===== config.mk =====
export PLATFORM = sky130hd
export DESIGN_NAME = debounce_multi
export DESIGN_NICKNAME = d
export VERILOG_FILES = /design/src/rtl/debounce_pkg.sv /design/src/rtl/debounce_channel.sv /design/src/rtl/debounce_multi.sv
export SDC_FILE = /design/constraint.sdc
export NUM_CORES = 1
export LEC_CHECK = 0
export ABC_AREA = 1
export BUFFER_PORTS_ARGS = -buffer_cell sky130_fd_sc_hd__buf_2
export CORE_MARGIN = 10
export CORE_UTILIZATION = 30
export CTS_BUF_LIST = sky130_fd_sc_hd__clkbuf_8
export DETAILED_ROUTE_END_ITERATION = 10
export SLEW_MARGIN = 10
export SYNTH_ARGS = -nofsm -noshare
export SYNTH_HDL_FRONTEND = slang
export SYNTH_SLANG_ARGS = --single-unit

===== constraint.sdc =====
create_clock -name clk -period 2.65 [get_ports clk]
set_input_delay 0 -clock clk [delete_from_list [all_inputs] [get_ports clk]]
set_output_delay 0 -clock clk [all_outputs]
set_load 0.05 [all_outputs]

===== src/rtl/debounce_pkg.sv =====
// Shared types and limits for the multi-channel debouncer.
// Holds the per-channel filter state encoding and parameter ceilings.
package debounce_pkg;

   typedef enum logic [1:0] {
      LOW    = 2'd0,
      ARM_HI = 2'd1,
      HIGH   = 2'd2,
      ARM_LO = 2'd3
   } deb_state_t;

   localparam int unsigned DEB_MAX_CYCLES = 32'd1 << 20;
   localparam int unsigned DEB_MAX_SYNC   = 32'd4;

endpackage


===== src/rtl/debounce_channel.sv =====
// One debounce channel: synchroniser, stability counter, filter FSM and
// optional rise/fall pulse flops (built only when DEBOUNCE_PULSE_EN is set).
// Ports: clk, reset_n (async, active-low), noisy_i (raw async input),
//        debounced_o (filtered level), rise_o / fall_o (one-cycle pulses).
module debounce_channel
   import debounce_pkg::*;
#(
   parameter int unsigned DEBOUNCE_CYCLES = 500_000,
   parameter int unsigned SYNC_STAGES     = 2
) (
   input  logic clk,
   input  logic reset_n,
   input  logic noisy_i,
   output logic debounced_o,
   output logic rise_o,
   output logic fall_o
);

   localparam int unsigned CW = $clog2(DEBOUNCE_CYCLES);
   localparam logic [CW-1:0] CNT_LAST = CW'(DEBOUNCE_CYCLES - 1);
   localparam logic [CW-1:0] CNT_ONE  = CW'(1);

   logic [SYNC_STAGES-1:0] sync_q;
   logic                   sync_in;
   deb_state_t             state_q, state_d;
   logic [CW-1:0]          cnt_q, cnt_d;

   always_ff @(posedge clk or negedge reset_n) begin
      if (!reset_n) begin
         sync_q <= '0;
      end else begin
         sync_q <= {sync_q[SYNC_STAGES-2:0], noisy_i};
      end
   end

   assign sync_in = sync_q[SYNC_STAGES-1];

   // Entering an ARM state already counts the first stable sample,
   // hence cnt starts at 1 there.
   always_comb begin
      state_d = state_q;
      cnt_d   = cnt_q;
      unique case (state_q)
         LOW: begin
            if (sync_in) begin
               state_d = ARM_HI;
               cnt_d   = CNT_ONE;
            end else begin
               cnt_d = '0;
            end
         end
         ARM_HI: begin
            if (!sync_in) begin
               state_d = LOW;
               cnt_d   = '0;
            end else if (cnt_q == CNT_LAST) begin
               state_d = HIGH;
               cnt_d   = '0;
            end else begin
               cnt_d = cnt_q + CNT_ONE;
            end
         end
         HIGH: begin
            if (!sync_in) begin
               state_d = ARM_LO;
               cnt_d   = CNT_ONE;
            end else begin
               cnt_d = '0;
            end
         end
         ARM_LO: begin
            if (sync_in) begin
               state_d = HIGH;
               cnt_d   = '0;
            end else if (cnt_q == CNT_LAST) begin
               state_d = LOW;
               cnt_d   = '0;
            end else begin
               cnt_d = cnt_q + CNT_ONE;
            end
         end
         default: begin
            state_d = LOW;
            cnt_d   = '0;
         end
      endcase
   end

   always_ff @(posedge clk or negedge reset_n) begin
      if (!reset_n) begin
         state_q <= LOW;
         cnt_q   <= '0;
      end else begin
         state_q <= state_d;
         cnt_q   <= cnt_d;
      end
   end

   assign debounced_o = (state_q == HIGH) || (state_q == ARM_LO);

`ifdef DEBOUNCE_PULSE_EN
   logic rise_q, rise_d;
   logic fall_q, fall_d;

   assign rise_d = (state_q == ARM_HI) && (state_d == HIGH);
   assign fall_d = (state_q == ARM_LO) && (state_d == LOW);

   always_ff @(posedge clk or negedge reset_n) begin
      if (!reset_n) begin
         rise_q <= 1'b0;
         fall_q <= 1'b0;
      end else begin
         rise_q <= rise_d;
         fall_q <= fall_d;
      end
   end

   assign rise_o = rise_q;
   assign fall_o = fall_q;
`else
   assign rise_o = 1'b0;
   assign fall_o = 1'b0;
`endif

endmodule


===== src/rtl/debounce_multi.sv =====
// Multi-channel debouncer top: CHANNELS independent debounce_channel slices.
// Ports: clk, reset_n (async, active-low), noisy[CHANNELS] in,
//        debounced / rise / fall [CHANNELS] out. Macro: DEBOUNCE_PULSE_EN.
module debounce_multi
   import debounce_pkg::*;
#(
   parameter int unsigned CHANNELS        = 1,
   parameter int unsigned DEBOUNCE_CYCLES = 500_000,
   parameter int unsigned SYNC_STAGES     = 2
) (
   input  logic                clk,
   input  logic                reset_n,
   input  logic [CHANNELS-1:0] noisy,
   output logic [CHANNELS-1:0] debounced,
   output logic [CHANNELS-1:0] rise,
   output logic [CHANNELS-1:0] fall
);

   if (CHANNELS < 1) begin : g_bad_ch
      $error("debounce_multi: CHANNELS must be >= 1");
   end
   if (DEBOUNCE_CYCLES < 2 || DEBOUNCE_CYCLES > DEB_MAX_CYCLES) begin : g_bad_cyc
      $error("debounce_multi: DEBOUNCE_CYCLES out of range");
   end
   if (SYNC_STAGES < 2 || SYNC_STAGES > DEB_MAX_SYNC) begin : g_bad_sync
      $error("debounce_multi: SYNC_STAGES out of range");
   end

   for (genvar i = 0; i < CHANNELS; i++) begin : g_ch
      debounce_channel #(
         .DEBOUNCE_CYCLES (DEBOUNCE_CYCLES),
         .SYNC_STAGES     (SYNC_STAGES)
      ) u_ch (
         .clk         (clk),
         .reset_n     (reset_n),
         .noisy_i     (noisy[i]),
         .debounced_o (debounced[i]),
         .rise_o      (rise[i]),
         .fall_o      (fall[i])
      );
   end

endmodule

### After elaboration in Yosys (flattened, before gate mapping)

Index checks and enable logic that the tools add are counted.

* logic and storage cells: 28
* output and inout bits: 3
* bits in registers: 23
* bits of input ports: 3

* mux-type cells: 13
* equality and inequality tests: 8
* reductions and logical operators: 3
* add/subtract/negate cells: 1

Operators with widths (number)
* one-hot mux 19 bit (4 select lines): 1
* two-way mux 19 bit: 3
* adder 19 x 1 -> 19 bit (second input constant): 1
* equality test 19 bit (second input constant): 1
* two-way mux 2 bit: 6
* one-hot mux 2 bit (4 select lines): 1
* equality test 2 bit (second input constant): 2
* AND reduction 4 bit: 1
* != test 3 x 1 -> 1 bit (second input constant): 1
* != test 3 bit (second input constant): 1
* equality test 2 x 1 -> 1 bit (second input constant): 1
* zero test 2 bit: 1
* two-way mux 1 bit: 2
* != test 2 x 1 -> 1 bit (second input constant): 1
* != test 2 bit (second input constant): 1
* logical OR 1 bit: 1

### Longest topological paths before layout

Gate-level depths: netlist (run 1).

* word-level depth: 4
* depth in mapped cells: 8

### Least setup slack after synthesis (run 1)

OpenSTA, ideal clock, no wires.

* path kind: register to register
* start point: register g_ch[0].u_ch.cnt_q[0]
* end point: register g_ch[0].u_ch.cnt_q[16]
* setup time: 0.117 ns
* arrival time: 1.194 ns
* stages on the path, launching flop included: 9
* data required time: 2.533 ns
* setup slack: 1.339 ns
* clock period less this slack: 1.311 ns
* path through: dfrtp_1 ha_1 nand3_4 nor2_4 nand2_2 nor2_2 nand2_1 nor2_1 nor2_1

* longest elaborated chain between the ends: 4
* elaborated cells between the ends (all ways): 6

Ends and longest elaborated chain
* start, declared: line debounce_channel.sv:26 `logic [CW-1:0] cnt_q, cnt_d;`
* start signal, assigned: line debounce_channel.sv:95 `cnt_q <= cnt_d;`
* adder 19 x 1 -> 19 bit / equality test 19 bit (equally long branches)
* two-way mux 19 bit (*): line debounce_channel.sv:56, debounce_channel.sv:75
* two-way mux 19 bit, on equally long branches: line debounce_channel.sv:72, debounce_channel.sv:53
* one-hot mux 19 bit (4 select lines) (*): line debounce_channel.sv:43 `unique case (state_q)`
* via g_ch[0].u_ch.cnt_d[16]: line debounce_channel.sv:26

The timed path passes the listed nets; every way through them passes the cells marked *.
A chain may end at the register's enable or synchronous reset.

### Worst setup path after layout (run 1)

* start point: register g_ch[0].u_ch.cnt_q[0]
* end point: register g_ch[0].u_ch.cnt_q[3]

The elaborated chain is that of the path after synthesis.

==> results by group, run 1 <==
Status
  – Run status: complete, no violations

Clock network
  – Clk root buf: clkbuf_8
  – Clock-pin slew on the worst setup and hold paths: 0.09 ns
  – CTS tree: yes
  – Max clock buf depth: 2
  – Htree depth: 1
  – Clock buffer count from CTS: 3
  – Post_cts resized: 0
  – Worst skew pair latency: 0.27 ns
  – Post-CTS Setup Repair Bufs: 0
  – Clk sinks: 23

Floorplanning
  – Die Area: 7650 um2
  – Die width: 87.5 um
  – Die Y: 87.5 um
  – Initial Util: 31.1%
  – Top Ports: 6
  – Core Region: 4380 um2
  – Core Rows: 24

Layout
  – Area Growth Syn to Fin: 9.62%
  – Antenna Cells: 0
  – Share of cells above drive strength 1: 15.9%
  – Most common cell after layout, fill and taps aside: nor2_1
  – Nets: 187
  – Most frequent cells in the layout: nor2_1, nand2_1, dfrtp_1

Timing
  – Min Tclk post-route: 1.45 ns
  – Slew margin rel.: 64.8%
  – Unrepaired setup endpoints after global routing: no
  – Fmax: 0.689 GHz
  – Max Slew Vio Count: 0
  – Layout Skew: 0.00348 ns
  – Final hold violation count: 0
  – Setup_tns: 0 ns
  – Actual slew at the worst max-slew pin: 0.528 ns
  – WHS: 0.234 ns
  – Tcrit/Tclk final: 54.8%
  – # setup viols final: 0

Pwr
  – Lkg Pwr: 0.607 nW
  – Combinational share of power: 5.6%
  – Switching power: 0.152 mW
  – Clk network pwr share: 36.8%
  – Flop pwr share: 57.7%
  – Switching part of the total: 24.5%
  – VDD IR-drop max: 324 uV
  – Int Pwr: 0.469 mW
  – Power Density: 415 nW/um2

Global route
  – Tot GR Track Use: 8.42%
  – Initial antenna violation count: 0
  – First-pass GRT wire length: 5220 um
  – Largest net degree at the start of global routing: 24
  – Remaining global-route overflow: 0
  – Vias in the first global route: 1129

Routing
  – DRT Wirelength: 2860 um
  – DR WL/cell: 12.2 um
  – Violation count after the first detailed-routing iteration: 127
  – Drt first pass iters: 4
  – Via Count: 1124
  – ANT nets after route: 0
  – Drc violations: 0
  – Drt via density: 4.80

Synthesis
  – Synth area leader: dfrtp_1
  – Synth area leaders: dfrtp_1, nor2_1, nand2_1
  – Cells after Synth: 175
  – Distinct cells, synth: 24
  – Seq cells post-synth: 23
  – Synth top area share: 42.2%
  – Mapped Area: 1370 um2
  – Post-Syn Area per Cell: 7.80 um2
  – Number of synthesis warnings: 0
  – Sequential fraction of the synthesis area: 42.2%

Setup path
  – Startpoint types: flip-flop
  – Critical Path RT: 2.82 ns
  – Crit. End Element: flip-flop
  – Crit path max fanout: 10
  – Critical path class: flip-flop to flip-flop
  – Critical Path AT: 1.62 ns

Placed design
  – Final GP Congestion: 0.875
  – Post-DP HPWL: 2230 um
  – Port bufs: 3

Run
  – MaxCap Viol Count: 0

Worst hold path
  – Hold crit path type: input pin to asynchronous set/reset pin
## area by class of cell
cell class / count / area, um2
Clock buffer: 3 / 41.3
Clock inverter: 1 / 5.00
Fill cell: 481 / 2890
Inverter: 22 / 82.6
Multi-Input combinational cell: 128 / 692
Sequential cell: 23 / 576
Tap cell: 52 / 65.1
Timing Repair Buffer: 5 / 35.0
## critical path, stage by stage, from the launching register on
cell	delay, ns
dfrtp_1	0.42
ha_1	0.25
nand3_4	0.13
nor2_2	0.17
nand3_4	0.17
nand2_4	0.16
nor2_1	0.05
## metal layers
metal  routed length (um)  global-route usage [%]
met5                    0                       0
met4                   24                    1.74
met3                  203                    2.90
met2                 1350                    14.0
met1                 1280                    10.2
## per-stage QoR
stage	setup slack [ns]	cells	power [mW]	area, um2	util (%)
6_report	1.20	234	0.622	1500	34.1
5_1_grt	1.06	234	0.650	1500	34.1
4_1_cts	1.19	234	0.632	1500	34.1
3_5_place_dp	1.20	228	0.399	1430	32.6
3_3_place_gp	1.22	228	0.398	1430	32.6
2_1_floorplan	1.34	176	0.389	1370	-
## sequential cells by signal, summed over array words and instances (netlist names), named ones only
register,flops
g_ch.u_ch.cnt_q,19
g_ch.u_ch.sync_q,2
g_ch.u_ch.state_q,1
## synth_stat cells (all sizes together)
cell / number
inv: 22
nor3: 4
dfrtp: 23
buf: 2
o21ai: 3
clkbuf: 1
nand2: 30
nand3: 19
conb: 1
nor2: 49
nand3b: 2
a21oi: 1
xor2: 6
nand4: 8
ha: 1
xnor2: 3
## power by group through the flow
stage               clock, mW  combinational [mW]  sequential, mW
finish                  0.229              0.0345           0.358
global route            0.251              0.0397           0.359
CTS                     0.238              0.0355           0.359
detailed placement          0              0.0332           0.366
global placement            0              0.0330           0.365
floorplan                   0              0.0239           0.365
## what timing repair did
item | 4_1_cts | 5_1_grt
hold endpoints to repair | 24 | 0
endpoints found under the setup margin | 0 | 0
hold buffers | 2 | 0
## worst paths after layout
check | endpoint | slack, ns | cells past startpoint | startpoint
max in group asynchronous | g_ch[0].u_ch.cnt_q[18]$_DFF_PN0_ | 2.06 | 2 | reset_n
setup / recovery | g_ch[0].u_ch.cnt_q[3]$_DFF_PN0_ | 1.20 | 6 | g_ch[0].u_ch.cnt_q[0]$_DFF_PN0_
min in group clk | g_ch[0].u_ch.sync_q[1]$_DFF_PN0_ | 0.35 | 0 | g_ch[0].u_ch.sync_q[0]$_DFF_PN0_
hold reg to reg | g_ch[0].u_ch.sync_q[1]$_DFF_PN0_ | 0.35 | 0 | g_ch[0].u_ch.sync_q[0]$_DFF_PN0_
setup reg to reg | g_ch[0].u_ch.cnt_q[3]$_DFF_PN0_ | 1.20 | 6 | g_ch[0].u_ch.cnt_q[0]$_DFF_PN0_
hold / removal | g_ch[0].u_ch.cnt_q[11]$_DFF_PN0_ | 0.23 | 2 | reset_n
## cell families (layout without fill, tap and decap cells)
family                     count (synthesis)  in the layout  share of synthesized area (%)
DFF                                       23             23                           42.2
other                                      1              2                          0.275
and+or+nand+nor                          112            112                           42.0
buffers and inverters                     25             31                           7.42
AOI/OAI and AO/OA                          4              4                           1.47
adders and majority gates                  1              1                          0.916
xor gates and xnor gates                   9              9                           5.77
Power figures use the tool's default switching activity.
==> run 2: changes to the inputs <==
--- a/config.mk
+++ b/config.mk
@@ -5,7 +5,7 @@
 export SDC_FILE = /design/constraint.sdc
 export NUM_CORES = 1
 export LEC_CHECK = 0
-export ABC_AREA = 1
+export ABC_AREA = 0
 export BUFFER_PORTS_ARGS = -buffer_cell sky130_fd_sc_hd__buf_2
 export CORE_MARGIN = 10
 export CORE_UTILIZATION = 30
==> constraint.sdc (replaced) <==
create_clock -name clk -period 1.3 [get_ports clk]
set_input_delay 0 -clock clk [delete_from_list [all_inputs] [get_ports clk]]
set_output_delay 0 -clock clk [all_outputs]
set_load 0.05 [all_outputs]
==> results by group, run 2 <==
Timing
  – # setup viols final: 21
  – Tcrit/Tclk final: 126%
  – Fmax: 0.613 GHz
  – Setup_tns: -4.37 ns
  – Max Slew Vio Count: 0
  – Layout Skew: 0.00203 ns
  – Min Tclk post-route: 1.63 ns
  – Slew margin rel.: 65.1%
  – Actual slew at the worst max-slew pin: 0.523 ns
  – Final hold violation count: 0
  – Final worst setup slack: -0.332 ns
  – Unrepaired setup endpoints after global routing: yes

Floorplanning
  – Die width: 81.7 um
  – Core Rows: 22
  – Initial Util: 31.2%
  – Die Y: 81.7 um
  – Top Ports: 6
  – Die Area: 6680 um2
  – Core Region: 3660 um2

Routing
  – DRT Wirelength: 3000 um
  – Drc violations: 0
  – Drt first pass iters: 4
  – Via Count: 984
  – DR WL/cell: 14.9 um
  – Drt via density: 4.90
  – Violation count after the first detailed-routing iteration: 23
  – ANT nets after route: 0

Synthesis
  – Synth top area share: 50.4%
  – Synth area leaders: dfrtp_1, xnor2_1, nor2_1
  – Mapped Area: 1140 um2
  – Most frequent cell after synthesis: dfrtp_1
  – Seq cells post-synth: 23
  – Sequential fraction of the synthesis area: 50.4%
  – Distinct cells, synth: 34
  – Top FF cell, synth: dfrtp_1
  – EDFF count, synth: 0
  – Number of synthesis warnings: 0
  – Cells after Synth: 113
  – Post-Syn Area per Cell: 10.1 um2
  – Async SR Flop Fraction: 100%
  – Synth area leader: dfrtp_1
  – Most frequent cells after synthesis: dfrtp_1, nor2_1, xnor2_1

Clock network
  – Htree depth: 1
  – Clock-pin slew on the worst setup and hold paths: 0.08 ns
  – Clock buffer count from CTS: 3
  – CTS tree: yes
  – Clk root buf: clkbuf_8
  – Worst skew pair latency: 0.27 ns
  – Max clock buf depth: 2
  – Clk sinks: 23

Layout
  – Antenna Cells: 0
  – Fillers: 334
  – Share of cells above drive strength 1: 50.3%
  – Area Growth Syn to Fin: 51.5%
  – Largest reg by FF count: g_ch.u_ch.cnt_q
  – Finished Cell Area: 1730 um2
  – Most frequent cells in the layout: buf_4, dfrtp_1, nand2_1, xnor2_1, nor2_1
  – Max reg flops: 19
  – Finished Layout Cells: 201
  – Largest regs: g_ch.u_ch.cnt_q x19, g_ch.u_ch.sync_q x2, g_ch.u_ch.state_q x1
  – Most common cell after layout, fill and taps aside: buf_4
  – Nets: 158

Run
  – MaxCap Viol Count: 0

Placed design
  – Post-DP HPWL: 1960 um
  – Port bufs: 3
  – Final GP Congestion: 0.816
  – Post-DP Area: 1460 um2
  – Placed Cells incl. Taps: 191

Setup path
  – Critical Path RT: 1.50 ns
  – Slowest cell on the critical path: or4_4
  – WP buf/inv: 0
  – Max incr delay on CP: 0.49 ns
  – Stages on the worst setup path: 4
  – R2R depth: 4
  – Crit path max fanout: 5
  – Critical Path AT: 1.83 ns
  – CP top delay family: simple AND/OR/NAND/NOR gates
  – Crit. End Element: flip-flop
  – Startpoint types: flip-flop
  – Critical path class: flip-flop to flip-flop
  – CP cell instances: nand4_1 -> or2_4 -> or4_4 -> a21oi_2

Global route
  – Vias in the first global route: 1051
  – Remaining global-route overflow: 0
  – Largest net degree at the start of global routing: 24
  – Initial antenna violation count: 0
  – First-pass GRT wire length: 5090 um
  – Tot GR Track Use: 9.82%

Status
  – Run status: finished, violations left
  – Violations in the final reports: setup timing

Pwr
  – Power Density: 733 nW/um2
  – Lkg Pwr: 0.689 nW
  – VDD IR-drop max: 475 uV
  – Final Total Pwr: 1.27 mW

Worst hold path
  – Hold crit path type: input pin to asynchronous set/reset pin
==> run 2: changes by cell type in the layout (fill, tap and decap cells not counted), sizes merged, moves of 3 or more <==
cell | before | now
nor2 | 49 | 16
nand3 | 19 | 6
nor4 | 0 | 7
nand4 | 8 | 5
nand2 | 30 | 8
buf | 3 | 40
xnor2 | 3 | 9
inv | 22 | 3
==> run 2: cell type report <==
type | count | area, um2 | share of cell area [%]
multi-input cells | 82 | 694 | 40.1
clock buffers | 3 | 41.3 | 2.39
repair buffers | 42 | 344 | 19.9
flip-flops and latches | 23 | 579 | 33.5
clock inverters | 1 | 3.75 | 0.217
well taps | 48 | 60.1 | 3.47
inverters | 2 | 7.51 | 0.434
==> run 2: logic make-up (layout without fill, tap and decap cells) <==
logic type / Yosys count / after routing / share of synthesized area, %
AND/OR/NAND/NOR: 54 / 54 / 26.1
flip-flops: 23 / 23 / 50.4
XOR/XNOR: 14 / 14 / 10.7
AO/OA/AOI/OAI: 10 / 10 / 6.13
buffers and inverters: 9 / 48 / 4.27
adder cells (fa/ha/maj): 1 / 1 / 1.10
other: 1 / 2 / 0.328
multiplexers: 1 / 1 / 0.986
==> run 2: layer usage <==
metal	up-vias	track usage (%)	part of all wire, %
met4	0	4.59	1.5
met3	5	1.97	2.6
met2	11	17.7	54
met1	501	10.8	42
met5	-	0	0
li1	467	-	-
==> run 2: path summary, 6_finish.rpt <==
check	start	end	slack, ns
setup reg to reg	g_ch[0].u_ch.cnt_q[10]$_DFF_PN0_	g_ch[0].u_ch.cnt_q[17]$_DFF_PN0_	-0.33
max in group asynchronous	reset_n	g_ch[0].u_ch.cnt_q[7]$_DFF_PN0_	0.69
min in group clk	g_ch[0].u_ch.sync_q[0]$_DFF_PN0_	g_ch[0].u_ch.sync_q[1]$_DFF_PN0_	0.37
setup / recovery	g_ch[0].u_ch.cnt_q[10]$_DFF_PN0_	g_ch[0].u_ch.cnt_q[17]$_DFF_PN0_	-0.33
hold reg to reg	g_ch[0].u_ch.sync_q[0]$_DFF_PN0_	g_ch[0].u_ch.sync_q[1]$_DFF_PN0_	0.37
hold / removal	reset_n	g_ch[0].u_ch.sync_q[0]$_DFF_PN0_	0.23
==> run 2: report_power, final <==
group	switching (mW)	total (mW)	internal [mW]
clock	0.230	0.442	0.211
sequential	0.00851	0.732	0.723
combinational	0.0573	0.0946	0.0373
==> run 2: metrics by stage <==
stage	hold slack [ns]	util, %	setup WS, ns
3_5_place_dp	0.00292	40.0	-0.289
3_3_place_gp	-0.00490	40.0	-0.288
2_1_floorplan	-0.296	-	-0.220
4_1_cts	0.244	44.2	-0.278
6_report	0.231	47.3	-0.332
5_1_grt	0.272	47.3	-0.411
==> run 2: what timing repair did <==
| item | in CTS | in global routing |
|---|---|---|
| hold endpoints to repair | 24 | 0 |
| setup buffers | 4 | 1 |
| endpoints found under the setup margin | 21 | 21 |
| hold buffers | 2 | 0 |
| pin swaps | 2 | 5 |
| resized for setup | 12 | 27 |
| cloned | 0 | 0 |
